--- src/rtl/ttl_aoi_pkg.sv ---
// Shared mode encodings and parameter limits for the clocked AND-OR-INVERT block.
package ttl_aoi_pkg;

  localparam logic [1:0] MODE_REG    = 2'b00;
  localparam logic [1:0] MODE_TOGGLE = 2'b01;
  localparam logic [1:0] MODE_STICKY = 2'b10;
  localparam logic [1:0] MODE_RSVD   = 2'b11;

  localparam int GROUPS_MIN = 1;
  localparam int GROUPS_MAX = 8;
  localparam int WIDTH_MIN  = 1;
  localparam int WIDTH_MAX  = 8;
  localparam int STAGES_MIN = 1;
  localparam int STAGES_MAX = 4;
  localparam int CNT_W_MIN  = 2;
  localparam int CNT_W_MAX  = 16;

  function automatic bit in_range(input int v, input int lo, input int hi);
    return (v >= lo) && (v <= hi);
  endfunction

endpackage

--- src/rtl/ttl_aoi_core.sv ---
// Combinational GROUPS x WIDTH AND-NOR; a disabled group contributes 0 to the OR.
module ttl_aoi_core
  import ttl_aoi_pkg::*;
#(
  parameter int GROUPS = 2,
  parameter int WIDTH  = 4
) (
  input  logic [GROUPS*WIDTH-1:0] i_a,
  input  logic [GROUPS-1:0]       i_grp_en,
  output logic                    o_nor
);

  logic [GROUPS-1:0] w_and;

  generate
    for (genvar gi = 0; gi < GROUPS; gi++) begin : g_grp
      assign w_and[gi] = (&i_a[gi*WIDTH +: WIDTH]) & i_grp_en[gi];
    end
  endgenerate

  assign o_nor = ~|w_and;

endmodule

--- src/rtl/ttl_aoi_seq.sv ---
// Clocked AND-NOR: pipeline of the gate result, mode-selected output stage
// (REG / TOGGLE / STICKY) and a falling-edge counter on the pipeline tail.
module ttl_aoi_seq
  import ttl_aoi_pkg::*;
#(
  parameter int GROUPS = 2,
  parameter int WIDTH  = 4,
  parameter int STAGES = 1,
  parameter int CNT_W  = 8
) (
  input  logic                    clk,
  input  logic                    clr,
  input  logic [GROUPS*WIDTH-1:0] a,
  input  logic [GROUPS-1:0]       grp_en,
  input  logic                    ce,
  input  logic [1:0]              mode,
  output logic                    y_comb,
  output logic                    y,
  output logic                    y_n,
  output logic                    valid,
  output logic [CNT_W-1:0]        fall_cnt,
  output logic                    cnt_ovf
);

  generate
    if (!(in_range(GROUPS, GROUPS_MIN, GROUPS_MAX) && in_range(WIDTH, WIDTH_MIN, WIDTH_MAX) &&
          in_range(STAGES, STAGES_MIN, STAGES_MAX) && in_range(CNT_W, CNT_W_MIN, CNT_W_MAX)))
    begin : g_param_err
      $error("ttl_aoi_seq: parameter out of range");
    end
  endgenerate

  localparam logic [2:0] FILL_FULL = 3'(STAGES);

  logic              w_nor;
  logic [STAGES:0]   w_chain;
  logic              w_tail;
  logic              w_tail_next;
  logic              w_y_next;
  logic              w_fall;
  logic [STAGES-1:0] r_pipe;
  logic [2:0]        r_fill;
  logic              r_y;
  logic [1:0]        r_last_mode;
  logic [CNT_W-1:0]  r_cnt;
  logic              r_ovf;

  ttl_aoi_core #(.GROUPS(GROUPS), .WIDTH(WIDTH)) u_core (
    .i_a      (a),
    .i_grp_en (grp_en),
    .o_nor    (w_nor)
  );

  // Head of the chain is the live gate; bit STAGES-1 is what the tail becomes after this edge.
  assign w_chain     = {r_pipe, w_nor};
  assign w_tail      = w_chain[STAGES];
  assign w_tail_next = w_chain[STAGES-1];
  assign valid       = (r_fill == FILL_FULL);
  assign w_fall      = w_tail & ~w_tail_next;

  always_comb begin
    w_y_next = r_y;
    if (mode != r_last_mode) begin
      w_y_next = w_tail_next;
    end else begin
      case (mode)
        MODE_TOGGLE:         if (!w_tail_next) w_y_next = ~r_y;
        MODE_STICKY:         if (!w_tail_next) w_y_next = 1'b0;
        MODE_REG, MODE_RSVD: w_y_next = w_tail_next;
      endcase
    end
  end

  always_ff @(posedge clk or posedge clr) begin
    if (clr) begin
      r_pipe      <= '1;
      r_fill      <= 3'd0;
      r_y         <= 1'b1;
      r_last_mode <= MODE_REG;
    end else if (ce) begin
      r_pipe      <= w_chain[STAGES-1:0];
      r_last_mode <= mode;
      if (!valid) r_fill <= r_fill + 3'd1;
      if (valid)  r_y    <= w_y_next;
    end
  end

  always_ff @(posedge clk or posedge clr) begin
    if (clr) begin
      r_cnt <= '0;
      r_ovf <= 1'b0;
    end else if (ce && valid && w_fall) begin
      r_cnt <= r_cnt + CNT_W'(1);
      if (&r_cnt) r_ovf <= 1'b1;
    end
  end

  assign y_comb   = w_nor;
  assign y        = r_y;
  assign y_n      = ~r_y;
  assign fall_cnt = r_cnt;
  assign cnt_ovf  = r_ovf;

endmodule
--- config.mk ---
export PLATFORM = sky130hd
export DESIGN_NAME = ttl_aoi_seq
export DESIGN_NICKNAME = d
export VERILOG_FILES = /design/src/rtl/ttl_aoi_pkg.sv /design/src/rtl/ttl_aoi_core.sv /design/src/rtl/ttl_aoi_seq.sv
export SDC_FILE = /design/constraint.sdc
export NUM_CORES = 1
export LEC_CHECK = 0
export CORE_ASPECT_RATIO = 1.2
export CORE_MARGIN = 5
export CORE_UTILIZATION = 48
export CTS_BUF_LIST = sky130_fd_sc_hd__clkbuf_4
export DETAILED_ROUTE_END_ITERATION = 8
export PLACE_DENSITY = 0.91
export SLEW_MARGIN = 20
export SYNTH_ARGS = -nofsm -noshare
export SYNTH_HDL_FRONTEND = slang
export SYNTH_SLANG_ARGS = --single-unit
--- constraint.sdc ---
create_clock -name clk -period 2.1 [get_ports clk]
set_input_delay 0.21 -clock clk [delete_from_list [all_inputs] [get_ports clk]]
set_output_delay 0.21 -clock clk [all_outputs]
set_load 0.01 [all_outputs]
==> results by group <==
Outcome
  • Status: completed

Logic synthesis
  • Top-area cell type share of the netlist area: 0.370
  • Seq/Total Area, Yosys: 0.426
  • Largest family of logic cells by synthesized area: simple AND/OR/NAND/NOR gates
  • Top post-synthesis cells by area: dfrtp_1 (37%), xor2_1 (8.3%), ha_1 (7.9%), dfstp_2 (5.6%), nor4_4 (4.5%)
  • Mux share of post-synthesis cell area: 0.0476
  • Mapped Area: 946 um2
  • Synth warn: 0
  • Leading area contributor after synthesis: dfrtp_1
  • Simple-Gate Fraction of Synth Area: 0.238
  • Synth Area in Adders: 0.0794
  • Post-Syn Nets: 102
  • Synth Area in Compound Gates: 0.0794
  • Synthesized area per cell: 11.7 um2
  • Cells after synthesis: 81
  • Post-Synth XOR/XNOR Area: 0.0926
  • Post-synth cell types: 30
  • Synthesized flop and latch total: 16

Critical path
  • Worst setup EP type: primary output
  • Max stage delay on crit path: 0.56 ns
  • CP cell instances: inv_1 -> ha_1 -> nor2b_4 -> clkdlybuf4s50_1
  • Crit Path Class: flop to primary output
  • RR Startpoint: r_fill[1]
  • Setup slack, reg-to-reg: 0.45 ns
  • RR Endpoint: fall_cnt[1]
  • Arr. time, crit path: 1.67 ns
  • Worst path top cell family by delay: buffers and inverters
  • CP required: 1.89 ns
  • CP max FO: 3
  • Setup crit end: valid
  • Crit path depth: 4
  • CP Launch Type: flop
  • CP Launch Point: r_fill[1]
  • CP max stage cell: clkdlybuf4s50_1
  • Reg2reg path depth: 6
  • Crit path buf inv count: 2

Timing
  • Final Cycle Share: 0.894
  • Fmax: 533 MHz
  • Worst slew margin: 0.621
  • Hold slack: 0.272 ns
  • Final setup fails: 0
  • Slew Limit Fails: 0
  • Tmin final: 1.88 ns
  • Hold Fails Final Rpt: 0
  • Setup tns final: 0 ns
  • Setup Skew: 0.00637 ns
  • Measured slew at the worst slew-check pin: 0.568 ns
  • RSZ-0062 raised after global routing: false

Routing
  • Routed length per instance: 14.4 um
  • Via/cell ratio: 5.56
  • Max layer used: met4
  • Post-route ant nets: 0
  • Met3 routed WL: 93 um
  • 1st-pass router iterations: 4
  • Drt total wl: 1900 um
  • DR WL met2: 1040 um
  • Residual DRC: 0
  • Starting DRT DRC Count: 13
  • Wire length on met1: 751 um
  • Vias: 734

Clocking
  • Setup Fix Bufs, Post-CTS: 0
  • H-Tree Depth: 1
  • Clk slew on worst S/H paths: 0.09 ns
  • CTS tree: done
  • Worst-Skew Late Latency: 0.28 ns
  • Root Buffer: clkbuf_4
  • Post-CTS Hold Fix Bufs: 0
  • Longest Clk Path Bufs: 2
  • CTS resizes: 0
  • CTS Buf Count: 3
  • CTS Sinks: 16

Die
  • Die Wd: 50.5 um
  • Initial Util: 0.511
  • Die Area: 2960 um2
  • Core Area: 1850 um2
  • Die height: 58.6 um
  • IO Count: 28
  • # rows: 17

Final layout
  • N_diodes: 0
  • P&R area growth vs syn: 34.9%
  • Final Net Count: 135
  • Fill cells: 138
  • Layout cells sized above 1: 0.168

Pwr
  • Power Density: 776 nW/um2
  • Clock group share of total power: 0.175
  • Switch share: 0.329
  • Sequential power share: 0.454
  • Leak pwr: 0.620 nW
  • Worst VDD drop: 0.000620 V
  • Combinational share of power: 0.371
  • Int Pwr: 664 uW
  • Sw power: 326 uW

Global routing
  • Initial antenna violation count: 0
  • First-pass GRT wire length: 3190 um
  • Remaining Overflow, GRT: 0
  • Number of global-route vias before repair: 763
  • Total GRT Usage: 0.139
  • Pin count of the biggest net entering global routing: 17

Placement
  • GP Congestion: 0.780
  • Dpl hpwl: 1570 um
  • Port buffer count: 27

Worst hold path
  • Hold crit path type: input pin to asynchronous set/reset pin

Flow run
  • Max Cap Violations: 0
==> metal layers <==
metal / track usage / up-vias
li1: - / 359
met1: 0.150 / 353
met2: 0.259 / 18
met3: 0.0456 / 4
met4: 0.0328 / 0
met5: 0 / -
==> layout make-up <==
class	instances	area [um2]	area share
flip-flops and latches	16	403	0.316
multi-input cells	58	508	0.398
repair buffers	30	293	0.229
well taps	19	23.8	0.0186
clock buffers	4	30.0	0.0235
inverters	5	18.8	0.0147
==> sequential cells by signal (all words and copies together) (netlist names) <==
name / flops
cnt_ovf: 1
r_last_mode: 2
r_fill: 3
y: 1
fall_cnt: 8
r_pipe: 1
==> power by group through the flow <==
stage          Combinational (mW)  Clock [mW]  Sequential [mW]
2_1_floorplan               0.206           0            0.450
3_3_place_gp                0.355           0            0.446
3_5_place_dp                0.375           0            0.455
4_1_cts                     0.377       0.180            0.450
5_1_grt                     0.409       0.200            0.459
6_report                    0.368       0.173            0.449
==> synth_stat cells, drive strengths merged <==
library cell   n
dfrtp         14
inv            5
and4           2
nand2b         1
xnor2          1
mux2           4
a211oi         1
o21ai          1
or4            1
ha             6
nand2          6
buf            1
and3           2
a32o           1
a21o           1
a2111oi        1
nor2b          3
nor4           2
a22oi          1
nor3b          1
dfstp          2
a41o           1
xor2           9
nor3           6
nand4          4
nor2           3
clkbuf         1
==> cells in the final DEF (no fill, tap or decap), types with 2 or more instances in the layout <==
master,count
buf_4,3
nor2b_1,2
ha_1,6
dfrtp_1,14
clkdlybuf4s50_1,27
nand4_1,4
nor4_4,2
and3_1,2
nor3_1,6
and4_1,2
xor2_1,9
nand2_1,5
nor2_1,3
clkbuf_4,4
mux2_2,3
inv_1,5
dfstp_2,2
==> worst reg2reg max path: stages (launching register included) <==
cell     delay [ns]
dfrtp_1        0.41
inv_1          0.06
ha_1           0.17
nor2b_4        0.20
nand2_4        0.14
nor3b_2        0.24
mux2_1         0.33
==> cell families after synthesis <==
logic type / count (synthesis)
simple gates: 31
fa+ha+maj: 6
compound gates: 7
xor+xnor: 10
buf+inv: 7
flops: 16
mux: 4
==> per-stage QoR <==
| stage | util | cell area [um2] | total power [mW] | setup WS, ns | cells |
|---|---|---|---|---|---|
| after floorplan | - | 946 | 0.656 | 0.495 | 81 |
| after global placement | 0.673 | 1250 | 0.801 | 0.198 | 128 |
| after detailed placement | 0.673 | 1250 | 0.830 | 0.135 | 128 |
| after CTS | 0.690 | 1280 | 1.01 | 0.203 | 132 |
| after global routing | 0.690 | 1280 | 1.07 | 0.140 | 132 |
| final | 0.690 | 1280 | 0.991 | 0.223 | 132 |
==> how the worst min path moves through the flow <==
| stage | cells after the start | slack (ns) | start | end |
|---|---|---|---|---|
| 5_1_grt | 2 | 0.33 | clr | fall_cnt[1] |
| 6_report | 2 | 0.27 | clr | fall_cnt[0] |
| 4_1_cts | 2 | 0.29 | clr | fall_cnt[0] |
| 3_5_place_dp | 1 | 0.48 | cnt_ovf | cnt_ovf |
| 2_1_floorplan | 1 | 0.12 | clr | cnt_ovf |
| 3_3_place_gp | 1 | 0.47 | cnt_ovf | cnt_ovf |
Note: power is estimated with default switching activity, not from simulation.
